$ cat config.mk
export PLATFORM = sky130hd
export DESIGN_NAME = decoder_scan_ctrl
export DESIGN_NICKNAME = d
export VERILOG_FILES = /design/src/rtl/decoder_scan_ctrl.sv
export SDC_FILE = /design/constraint.sdc
export NUM_CORES = 1
export LEC_CHECK = 0
export ABC_AREA = 1
export CORE_UTILIZATION = 45
export DETAILED_ROUTE_END_ITERATION = 7
export PLACE_DENSITY = 0.78
export SYNTH_ARGS = -nofsm -noshare
export SYNTH_HDL_FRONTEND = slang
export SYNTH_SLANG_ARGS = --single-unit
$ cat constraint.sdc
create_clock -name clk -period 1.77 [get_ports clk]
set_clock_uncertainty 0.2 [all_clocks]
set_input_delay 0.177 -clock clk [delete_from_list [all_inputs] [get_ports clk]]
set_output_delay 0.177 -clock clk [all_outputs]
set_load 0.01 [all_outputs]
$ cat src/rtl/decoder_scan_ctrl.sv
`default_nettype none
// ============================================================================
// Module      : decoder_scan_ctrl
// Description : Steps a 3:8 decoder select through the masked channels, holding
//               each for a programmable dwell; single-pass or wrapping scans.
// Revision    : 1.0 - initial release
// ============================================================================
module decoder_scan_ctrl #(
    parameter int DWELL_W = 8
) (
    input  logic               clk,
    input  logic               rst_n,
    input  logic               start,
    input  logic               stop,
    input  logic [7:0]         mask,
    input  logic [DWELL_W-1:0] dwell,
    input  logic               continuous,
    output logic [2:0]         sel,
    output logic               enable,
    output logic               busy,
    output logic               chan_tick,
    output logic               done
);

    localparam logic [DWELL_W-1:0] c_dwell_one  = DWELL_W'(1);
    localparam logic [DWELL_W-1:0] c_dwell_zero = '0;

    typedef enum logic [0:0] {
        S_IDLE = 1'b0,
        S_SCAN = 1'b1
    } state_t;

    state_t             r_state, w_state_nxt;
    logic [7:0]         r_mask, w_mask_nxt;
    logic [DWELL_W-1:0] r_dwell, w_dwell_nxt;
    logic [DWELL_W-1:0] r_cnt, w_cnt_nxt;
    logic               r_cont, w_cont_nxt;
    logic [2:0]         r_sel, w_sel_nxt;
    logic               r_enable, w_enable_nxt;
    logic               r_busy, w_busy_nxt;
    logic               r_tick, w_tick_nxt;
    logic               r_done, w_done_nxt;

    logic [DWELL_W-1:0] w_dwell_eff;
    logic [3:0]         w_next;

    function automatic logic [2:0] lowest_bit(input logic [7:0] m);
        lowest_bit = 3'd0;
        for (int i = 7; i >= 0; i--) begin
            if (m[i]) lowest_bit = 3'(i);
        end
    endfunction

    // Returns {found, index} of the lowest set bit strictly above idx.
    function automatic logic [3:0] next_above(input logic [7:0] m, input logic [2:0] idx);
        next_above = 4'b0000;
        for (int i = 7; i >= 0; i--) begin
            if (m[i] && (i > int'(idx))) next_above = {1'b1, 3'(i)};
        end
    endfunction

    assign w_dwell_eff = (dwell == c_dwell_zero) ? c_dwell_one : dwell;
    assign w_next      = next_above(r_mask, r_sel);

    always_comb begin
        w_state_nxt  = r_state;
        w_mask_nxt   = r_mask;
        w_dwell_nxt  = r_dwell;
        w_cont_nxt   = r_cont;
        w_cnt_nxt    = r_cnt;
        w_sel_nxt    = r_sel;
        w_enable_nxt = r_enable;
        w_busy_nxt   = r_busy;
        w_tick_nxt   = 1'b0;
        w_done_nxt   = 1'b0;

        case (r_state)
            S_IDLE: begin
                if (start && (mask != 8'h00)) begin
                    w_state_nxt  = S_SCAN;
                    w_mask_nxt   = mask;
                    w_dwell_nxt  = w_dwell_eff;
                    w_cont_nxt   = continuous;
                    w_sel_nxt    = lowest_bit(mask);
                    w_cnt_nxt    = w_dwell_eff - c_dwell_one;
                    w_enable_nxt = 1'b1;
                    w_busy_nxt   = 1'b1;
                    w_tick_nxt   = 1'b1;
                end
            end
            S_SCAN: begin
                if (stop) begin
                    w_state_nxt  = S_IDLE;
                    w_sel_nxt    = 3'd0;
                    w_enable_nxt = 1'b0;
                    w_busy_nxt   = 1'b0;
                end else if (r_cnt != c_dwell_zero) begin
                    w_cnt_nxt = r_cnt - c_dwell_one;
                end else if (w_next[3]) begin
                    w_sel_nxt  = w_next[2:0];
                    w_cnt_nxt  = r_dwell - c_dwell_one;
                    w_tick_nxt = 1'b1;
                end else if (r_cont) begin
                    // A single-bit mask re-enters the same channel here.
                    w_sel_nxt  = lowest_bit(r_mask);
                    w_cnt_nxt  = r_dwell - c_dwell_one;
                    w_tick_nxt = 1'b1;
                end else begin
                    w_state_nxt  = S_IDLE;
                    w_sel_nxt    = 3'd0;
                    w_enable_nxt = 1'b0;
                    w_busy_nxt   = 1'b0;
                    w_done_nxt   = 1'b1;
                end
            end
            default: begin
                w_state_nxt  = S_IDLE;
                w_sel_nxt    = 3'd0;
                w_enable_nxt = 1'b0;
                w_busy_nxt   = 1'b0;
            end
        endcase
    end

    always_ff @(posedge clk or negedge rst_n) begin
        if (!rst_n) begin
            r_state  <= S_IDLE;
            r_mask   <= 8'h00;
            r_dwell  <= c_dwell_zero;
            r_cont   <= 1'b0;
            r_cnt    <= c_dwell_zero;
            r_sel    <= 3'd0;
            r_enable <= 1'b0;
            r_busy   <= 1'b0;
            r_tick   <= 1'b0;
            r_done   <= 1'b0;
        end else begin
            r_state  <= w_state_nxt;
            r_mask   <= w_mask_nxt;
            r_dwell  <= w_dwell_nxt;
            r_cont   <= w_cont_nxt;
            r_cnt    <= w_cnt_nxt;
            r_sel    <= w_sel_nxt;
            r_enable <= w_enable_nxt;
            r_busy   <= w_busy_nxt;
            r_tick   <= w_tick_nxt;
            r_done   <= w_done_nxt;
        end
    end

    assign sel       = r_sel;
    assign enable    = r_enable;
    assign busy      = r_busy;
    assign chan_tick = r_tick;
    assign done      = r_done;

endmodule
`default_nettype wire

==> impl_metrics.tcl, run 1 <==
set metrics [dict create \
    max_freq_mhz 529.4 \
    start_util_pct 48.53 \
    ctsHoldBuffers 0 \
    synth_cell_types 31 \
    cts.sinks 32 \
    syn_avg_cell_area_um2 6.839 \
    power_density_nw_per_um2 1773 \
    gr-total-overflow 0 \
    die_w_um 68.62 \
    cp_data_required_time_ns 1.79 \
    detail-route-antenna-nets 0 \
    multi_input_area_um2 1189 \
    cts_made_buffers 5 \
    drt_wl_total_um 5550 \
    via_per_inst 5.036 \
    syn-num-nets 314 \
    p_comb_share_pct 62.3 \
    rows 23 \
    crit_top_cell "nand2_1" \
    pwr-share-clk_pct 11.0 \
    layoutNonFillerInstCount 418 \
    drt-pass1-iter-count 5 \
    p_switching_mw 2.395 \
    final_common_cell "nand2_1" \
    finalWorstSetupSlack_ns -0.1191 \
    gp_congestion 0.9070 \
    critical_path.top_delay_family "simple AND/OR/NAND/NOR gates" \
    maxCapViolations 0 \
    antenna_found_initial 0 \
    grt_usage_pct 25.15 \
    violations "negative setup slack" \
    switching_share_pct 45.86 \
    timing.final.crit_share_pct 106.7 \
    vdd_drop_max_v 0.0007610 \
    regToRegStartpoint "r_cnt[2]" \
    cts_tree "yes" \
    outcome "finished with violations" \
    drt_iter0_markers 140 \
    path_cells "nor2_2 -> nand2_2 -> nor2_4 -> nand2_1 -> nand2_1 -> nand2_2 -> ha_4 -> nand2_4 -> o21bai_1 -> o21ai_0 -> nand2_1 -> nand2_1" \
    h-tree-depth 2 \
    p_leak_nw 1.476 \
    port_buffers 27 \
    slew_violations 0 \
    grt_pass1_wl_um 8604 \
    vias 2105 \
    dp.final_hpwl_um 3819 \
    path_clk_slew_ns 0.07 \
    finalSetupTns_ns -0.7649 \
    drive_gt1_share_pct 31.52 \
    slowest_delay_ns 0.40 \
    grt_setup_unrepaired "true" \
    worstSetupPathType "flop to flop" \
    crit_path_end_kind "flop" \
    worstMarginPinSlew_ns 0.4213 \
    layout.nets 389 \
    grt_pass1_vias 1918 \
    ff2ff_setup_slack_ns -0.12 \
    startpoint_type "flop" \
    critPathLaunch "r_cnt[2]" \
    cp_data_arrival_time_ns 1.91 \
    final_cell_mix "nand2_1 (90), buf_4 (42), inv_1 (31)" \
    yosysTopAreaCell "dfrtp_1" \
    dpl.cell_count 401 \
    p_int_mw 2.828 \
    ys_ff_latch 32 \
    grt_max_degree 33 \
    min_period_ns 1.889 \
    pwr-share-seq_pct 26.7 \
    critPathSlowestCell "dfrtp_1" \
    clockBufferDepth 2 \
    drc_errors 0 \
    ys_top_cells_by_area "dfrtp_1 (40%), nand2_1 (21%), nor2_1 (7.3%)" \
    worst_slew_margin_rel_pct 71.91 \
    synth_area_um2 1997 \
    core-area_um2 4115 \
    die_y_um 68.62 \
    syn_to_final_growth_pct 47.49 \
    register_area_um2 804.5 \
    diodes 0 \
    path_buf_inv 0 \
    finalHoldViolations 0 \
    n_fill_cell 321 \
    root_buffer "clkbuf_8" \
    synth_warnings 0 \
    dieArea_um2 4708 \
    synth-seq-area-share_pct 40.10 \
    clk_latency_ns 0.28 \
    setup_viol 10 \
    boundaryPins 28 \
    fin_util_pct 71.57 \
    cp_max_fo 4 \
    hold_path.class "primary input to asynchronous set/reset pin" \
    wire_per_inst_um 13.28 \
    yosysTopAreaCellShare_pct 40.10 \
    postSynthCellCount 292 \
]
[logic make-up (layout without fill, tap and decap cells)]
kind of cell    after synthesis  count (layout)  share of synthesized area, %
buf+inv                      42             117                         9.711
fa+ha+maj                     1               1                        0.6265
simple gates                187             188                         40.79
compound gates               29              29                         8.333
flops                        32              32                         40.10
xor+xnor                      1               1                        0.4387
[power groups by stage]
stage | sequential, mW | clock, mW | combinational [mW]
after floorplan | 1.33 | 0 | 1.73
after global placement | 1.35 | 0 | 2.53
after detailed placement | 1.36 | 0 | 2.59
after CTS | 1.37 | 0.586 | 2.79
after global routing | 1.43 | 0.616 | 3.59
final | 1.39 | 0.574 | 3.25
[metal layers]
layer	vias to the layer above	part of all wire [%]	global-route usage [%]
li1	1056	-	-
met1	981	42	31.31
met2	59	52	44.36
met3	9	4.4	4.112
met4	0	1.3	7.292
met5	-	0	0
[cell usage after synthesis (all sizes together)]
cell / n
a31oi: 2
nor4: 1
nand3: 19
inv: 35
clkinv: 1
and3b: 1
nor2: 41
o21bai: 2
nand2: 116
xnor2: 1
dfrtp: 32
nor3: 5
a21oi: 6
or2: 2
nand4: 2
o21a: 1
buf: 6
o21ai: 18
ha: 1
[layout make-up]
class	count	share of cell area, %
clock buffers	8	3.059
repair buffers	72	21.33
inverters	36	5.438
well taps	50	2.124
multi-input cells	219	40.36
flip-flops and latches	32	27.32
repair inverters	1	0.3823
[worst register-to-register path, cell delays in order (launching register included)]
cell and delay [ns]:
dfrtp_1 0.40, nor2_2 0.13, nand2_2 0.08, nor2_4 0.22, nand2_1 0.09, nand2_1 0.07
nand2_2 0.09, ha_4 0.19, nand2_4 0.07, o21bai_1 0.07, o21ai_0 0.08, nand2_1 0.08
nand2_1 0.06
[registers in the layout, indices dropped and copies added (netlist names), 3 cells and up]
register  flops
r_cnt         8
sel           3
r_dwell       8
r_mask        8
[through the flow]
step           hold WS (ns)  instance area [um2]  worst slack (ns)  power (mW)
2_1_floorplan       -0.3186                 2004           0.01131       3.055
6_report            0.09371                 2945           -0.1191       5.223
3_3_place_gp         0.2663                 2594           -0.2618       3.873
4_1_cts              0.1033                 2768          -0.07388       4.742
5_1_grt              0.1238                 2945           -0.2300       5.639
3_5_place_dp         0.2737                 2594           -0.2959       3.949
[worst paths after layout]
kind                              end  cells after the start
hold / removal               r_cnt[6]                      2
max in group asynchronous      sel[0]                      2
min in group clk               r_cont                      3
hold reg to reg            r_dwell[4]                      2
setup reg to reg             r_cnt[4]                     12
setup / recovery             r_cnt[4]                     12
[repair_timing]
action	4_1_cts	5_1_grt
endpoints found under the setup margin	10	15
hold endpoints to repair	0	0
buffers inserted	3	4
pin swaps	12	11
cloned	0	2
gates resized for setup	20	38
Power figures use the tool's default switching activity.
==> run 2, diff against run 1 <==
CORE_ASPECT_RATIO = 0.6   (was default)
==> run 2 against run 1 <==
  * The flow still finishes with violations (negative setup slack)
  * Largest cell class unchanged
  * Non-clock buffer count up 1
  * Worst hold slack worse by 0.0043 ns
  * Sequential share of layout area up 0.46 points
  * Critical path depth unchanged
  * Setup slack worse by 0.025 ns
==> impl_metrics.tcl, run 2 (synthesized netlist as in run 1, its figures left out) <==
set metrics [dict create \
    outcome "finished with violations" \
    rows 18 \
    grt_max_degree 33 \
    gp_congestion 0.9455 \
    grt_pass1_wl_um 9045 \
    grt_pass1_vias 1884 \
    root_buffer "clkbuf_8" \
    pre_cts_ws_ns -0.3665 \
    crit_path_end_kind "flop" \
    dpl.cell_count 412 \
    startpoint_type "flop" \
    slew_violations 0 \
    layout.nets 388 \
    maxCapViolations 0 \
    top_regs "r_cnt x8, r_dwell x8, r_mask x8" \
    grt_setup_unrepaired "true" \
    boundaryPins 28 \
    dp.final_hpwl_um 4154 \
    final_common_cell "nand2_1" \
    min_period_ns 1.914 \
    vias 2129 \
    worstSetupPathType "flop to flop" \
    cts.sinks 32 \
    cp_max_fo 8 \
    setup_viol 12 \
    clk_latency_ns 0.28 \
    worst_slew_margin_rel_pct 66.19 \
    h-tree-depth 2 \
    via_per_inst 4.986 \
    dieArea_um2 4717 \
    diodes 0 \
    syn_to_final_growth_pct 44.61 \
    start_util_pct 47.67 \
    p_leak_nw 1.460 \
    core-area_um2 4189 \
    die_y_um 53.60 \
    cp_data_arrival_time_ns 1.89 \
    gr-total-overflow 0 \
    drt_iter0_markers 179 \
    grt_usage_pct 26.44 \
    cts_tree "yes" \
    max_freq_mhz 522.5 \
    cp_data_required_time_ns 1.74 \
    drt_wl_total_um 5787 \
    layoutNonFillerInstCount 427 \
    detail-route-antenna-nets 0 \
    antenna_found_initial 0 \
    regToRegStartpoint "r_cnt[3]" \
    drt-pass1-iter-count 5 \
    path_clk_slew_ns 0.07 \
    drive_gt1_share_pct 27.79 \
    port_buffers 27 \
    worstMarginPinSlew_ns 0.5033 \
    finalWorstSetupSlack_ns -0.1439 \
    ctsHoldBuffers 0 \
    final_cell_mix "nand2_1 (101), buf_4 (43), nor2_1 (31), dfrtp_1 (31), inv_1 (27)" \
    drc_errors 0 \
    n_fill_cell 353 \
    finalHoldViolations 0 \
    cts_made_buffers 5 \
    wire_per_inst_um 13.55 \
    clockBufferDepth 2 \
    ff2ff_path_depth 12 \
    regToRegEndpoint "r_cnt[7]" \
    power_density_nw_per_um2 1789 \
    timing.final.crit_share_pct 108.1 \
    die_w_um 88 \
    vdd_drop_max_v 0.0007897 \
    ff2ff_setup_slack_ns -0.14 \
    violations "negative setup slack" \
    hold_path.class "primary input to asynchronous set/reset pin" \
]
## run 2: cell count changes in the layout (fill, tap and decap cells not counted), sizes merged
cell	delta
dlymetal6s2s	+1
inv	-2
clkinv	+2
nand2	-1
clkinvlp	+1
clkbuf	-2
clkdlybuf4s50	-1
buf	+1
## run 2: cell type report
cell class | instances | area [um2] | area share, %
clock inverter | 2 | 10.01 | 0.3466
inverter | 36 | 161.4 | 5.589
sequential | 32 | 802.0 | 27.77
tap | 60 | 75.07 | 2.600
multi-input combinational | 218 | 1110 | 38.43
clock buffer | 6 | 82.58 | 2.860
timing repair buffer | 73 | 646.9 | 22.40
## run 2: timing repair
item                                    4_1_cts  5_1_grt
setup buffers                                 4        3
pin swaps                                    10        3
gates resized for setup                      20       18
endpoints found under the setup margin       18       30
## run 2: power breakdown
| part | internal [mW] | total (mW) | switching, mW |
|---|---|---|---|
| Combinational | 1.41 | 3.20 | 1.79 |
| Clock | 0.310 | 0.590 | 0.280 |
| Sequential | 1.09 | 1.38 | 0.290 |
## run 2: stage by stage
| stage | instance area [um2] | hold WS [ns] | utilization, % | setup TNS, ns | total power, mW |
|---|---|---|---|---|---|
| 2_1_floorplan | 2004 | -0.3186 | - | 0 | 3.055 |
| 3_3_place_gp | 2626 | 0.2667 | 62.69 | -4.275 | 4.065 |
| 3_5_place_dp | 2626 | 0.2750 | 62.69 | -7.808 | 4.132 |
| 4_1_cts | 2813 | 0.1138 | 67.14 | -0.4586 | 4.937 |
| 5_1_grt | 2888 | 0.1404 | 68.94 | -2.969 | 5.548 |
| 6_report | 2888 | 0.08945 | 68.94 | -1.026 | 5.166 |
## run 2: worst max path at each step
| stage | from | depth (start not counted) | slack [ns] | to |
|---|---|---|---|---|
| after floorplan | r_cnt[0] | 13 | 0.01 | r_cnt[6] |
| after global placement | mask[7] | 11 | -0.23 | r_cnt[3] |
| after detailed placement | mask[6] | 8 | -0.37 | r_dwell[0] |
| after CTS | r_cnt[4] | 13 | -0.09 | r_cnt[6] |
| after global routing | r_cnt[3] | 13 | -0.24 | r_cnt[6] |
| final | r_cnt[3] | 12 | -0.14 | r_cnt[7] |
## run 2: per-layer routing
metal  vias to the layer above  wire (um)  global-route usage (%)  part of all wire [%]
met1                       970       2865                   39.58                    50
met2                       100       2395                   37.86                    41
met4                         0         46                   6.557                  0.79
met5                         -          0                       0                     0
li1                       1053          -                       -                     -
met3                         6        479                   6.748                   8.3
## run 2: critical path, stage by stage, from the launching register on
cell and delay [ns]:
dfrtp_1 0.39, nor2_1 0.13, nand2_2 0.09, nor2_4 0.20, buf_4 0.14, buf_4 0.09, nor2_1 0.04, inv_2 0.09
nand2_1 0.07, inv_2 0.10, nand2_8 0.09, nand3_1 0.11, nand2_1 0.07
==> edit, RTL diff (flow settings as in run 2) <==
Register the inputs `start`, `stop`, `mask`, `dwell` and `continuous` before use, without a reset. The logic sees them one clock later.
--- a/src/rtl/decoder_scan_ctrl.sv
+++ b/src/rtl/decoder_scan_ctrl.sv
@@ -30,6 +30,20 @@
         S_SCAN = 1'b1
     } state_t;
 
+    logic start_q;
+    logic stop_q;
+    logic [7:0] mask_q;
+    logic [DWELL_W-1:0] dwell_q;
+    logic continuous_q;
+
+    always_ff @(posedge clk) begin
+        start_q      <= start;
+        stop_q       <= stop;
+        mask_q       <= mask;
+        dwell_q      <= dwell;
+        continuous_q <= continuous;
+    end
+
     state_t             r_state, w_state_nxt;
     logic [7:0]         r_mask, w_mask_nxt;
     logic [DWELL_W-1:0] r_dwell, w_dwell_nxt;
@@ -59,7 +73,7 @@
         end
     endfunction
 
-    assign w_dwell_eff = (dwell == c_dwell_zero) ? c_dwell_one : dwell;
+    assign w_dwell_eff = (dwell_q == c_dwell_zero) ? c_dwell_one : dwell_q;
     assign w_next      = next_above(r_mask, r_sel);
 
     always_comb begin
@@ -76,12 +90,12 @@
 
         case (r_state)
             S_IDLE: begin
-                if (start && (mask != 8'h00)) begin
+                if (start_q && (mask_q != 8'h00)) begin
                     w_state_nxt  = S_SCAN;
-                    w_mask_nxt   = mask;
+                    w_mask_nxt   = mask_q;
                     w_dwell_nxt  = w_dwell_eff;
-                    w_cont_nxt   = continuous;
-                    w_sel_nxt    = lowest_bit(mask);
+                    w_cont_nxt   = continuous_q;
+                    w_sel_nxt    = lowest_bit(mask_q);
                     w_cnt_nxt    = w_dwell_eff - c_dwell_one;
                     w_enable_nxt = 1'b1;
                     w_busy_nxt   = 1'b1;
@@ -89,7 +103,7 @@
                 end
             end
             S_SCAN: begin
-                if (stop) begin
+                if (stop_q) begin
                     w_state_nxt  = S_IDLE;
                     w_sel_nxt    = 3'd0;
                     w_enable_nxt = 1'b0;
Function: changed (a bounded check fails within 4 cycles, from zero or initial values and one cycle with rst_n low).
==> edit against run 2 <==
- the flow still finishes with violations (negative setup slack)
- largest power group unchanged
- area after synthesis rose by 18%
- wire length is 2.9% lower
- setup slack better by 0.072 ns
- sequential cell count is 19 higher
- final area is 7.9% higher
- highest routed layer unchanged
- hold slack got worse by 0.031 ns
- total power grew 1.8%
- cell count is 0.70% higher
- via count is 0.33% lower
- critical path depth up 1
==> edit: results (changes against run 2) <==
Share of flip-flops with an asynchronous set or reset - 62.7% (was 100%)
Port Buffers - 27 (unchanged)
Number of cells on the worst reg-to-reg path - 13 (was 12)
Met3 routed WL - 385 um (was 479 um)
Flip-flop cell with the highest count after synthesis - dfrtp_1 (unchanged)
Number of non-clock inverters - 34 (was 36)
Count of multi-input gates - 214 (was 218)
Area post-placement - 0.00286 sq mm (was 0.00263 sq mm)
Total routing usage reported by global routing - 21.6% (was 26.4%)
Clock latency on the worst-skew pair - 0.31 ns (was 0.28 ns)
Detailed-routing iteration count for the pre-antenna-repair pass - 4 (was 5)
DR top layer - met4 (unchanged)
Clk tree area frac - 2.81% (was 3.21%)
Global routing met3 resource utilization - 4.86% (was 6.75%)
Unique cell type count in the Yosys netlist - 35 (was 31)
Leakage Power - 1.53 nW (was 1.46 nW)
Launch point of the critical path - r_cnt[4]$_DFFE_PN0P_ (was r_cnt[3]$_DFFE_PN0P_)
Sequential portion of the cell area - 38.0% (was 27.8%)
Area of combinational cells with multiple inputs - 0.00109 sq mm (was 0.00111 sq mm)
Global-route wire length before repair - 8910 um (was 9050 um)
Post-synthesis sequential area ratio - 50.2% (was 40.1%)
Status - finished, violations left (unchanged)
Post-layout worst setup margin - -0.0717 ns (was -0.144 ns)
Number of global-route vias before repair - 1861 (was 1884)
Violations in the final reports - negative setup slack (unchanged)
Global routing usage on met2 - 28.8% (was 37.9%)
Number of fill cells - 411 (was 353)
Post-synthesis sequential element count - 51 (was 32)
Worst relative slew slack - 69.5% (was 66.2%)
Met2 WL - 2220 um (was 2400 um)
Final GP Congestion - 0.915 (was 0.946)
DR vias - 2122 (was 2129)
Clk slew on worst S/H paths - 0.10 ns (was 0.07 ns)
Area Growth Syn to Fin - 32.4% (was 44.6%)
Fraction of final layout cells sized beyond drive strength 1 - 23.7% (was 27.8%)
Commonest cells in the netlist - 104 x nand2_1, 34 x nor2_1, 32 x dfrtp_1 (was 110 x nand2_1, 39 x nor2_1, 33 x inv_1)
Cell area after technology mapping - 0.00235 sq mm (was 0.00200 sq mm)
Nets in the synthesized netlist - 325 (was 314)
Longest individual stage delay on the worst path - 0.43 ns (was 0.39 ns)
Final setup violating endpoints - 9 (was 12)
CTS H-tree lvls - 2 (unchanged)
Data buffer area share - 17.0% (was 22.4%)
Dominant cells by area after synthesis - dfrtp_1 34%, nand2_1 17%, dfxtp_1 16%, nor2_1 5.4%, nand3_1 3.8% (was dfrtp_1 40%, nand2_1 21%, nor2_1 7.3%, inv_1 6.2%, nand3_1 4.5%)
Arrival @ worst endpoint - 1.84 ns (was 1.89 ns)
Worst IR drop on VDD - 0.685 mV (was 0.790 mV)
Routed metal-1 wirelength - 2950 um (was 2870 um)
Worst hold-check path type - in2async (unchanged)
Met1 routing resource usage after global routing - 34.9% (was 39.6%)
Worst-path fanout max - 6 (was 8)
Post-DP HPWL - 3930 um (was 4150 um)
Signal buffers - 60 (was 73)
## edit: worst min-delay path by stage
stage                         start               endpoint  slack [ns]  depth (start not counted)
6_report                      rst_n  r_mask[7]$_DFFE_PN0P_        0.06                          2
2_1_floorplan                 rst_n       busy$_DFFE_PN0P_       -0.32                          0
3_5_place_dp   continuous_q$_DFF_P_     r_cont$_DFFE_PN0P_        0.22                          2
5_1_grt                       rst_n      r_state$_DFF_PN0_         0.1                          2
4_1_cts                       rst_n      r_state$_DFF_PN0_        0.09                          2
3_3_place_gp   continuous_q$_DFF_P_     r_cont$_DFFE_PN0P_        0.22                          2
## edit: repair_timing
item | 4_1_cts | 5_1_grt
gates cloned | 2 | 0
setup endpoints to repair | 10 | 20
setup buffers | 3 | 4
pin swaps | 3 | 18
resized for setup | 5 | 28
## edit: stage by stage
stage | worst slack [ns] | hold slack [ns] | cells | util [%] | setup TNS, ns
6_report | -0.0717 | 0.0580 | 430 | 64.9 | -0.497
5_1_grt | -0.173 | 0.0991 | 430 | 64.9 | -1.52
4_1_cts | -0.0216 | 0.0903 | 426 | 62.6 | -0.0773
3_5_place_dp | -0.0857 | 0.223 | 413 | 59.5 | -0.292
3_3_place_gp | -0.0573 | 0.222 | 413 | 59.5 | -0.110
2_1_floorplan | 0.00637 | -0.319 | 303 | - | 0
## edit: cells by family after synthesis
kind of cell / Yosys count / share of synthesized area [%]
buffers and inverters: 39 / 7.28
and+or+nand+nor: 180 / 34.0
adders and majority gates: 1 / 0.532
AOI/OAI and AO/OA: 30 / 7.23
xor gates and xnor gates: 2 / 0.744
DFF: 51 / 50.2
## edit: where the power goes
group          switching [mW]  internal (mW)
Clock                   0.394          0.286
Combinational            1.59           1.22
Sequential              0.255           1.52
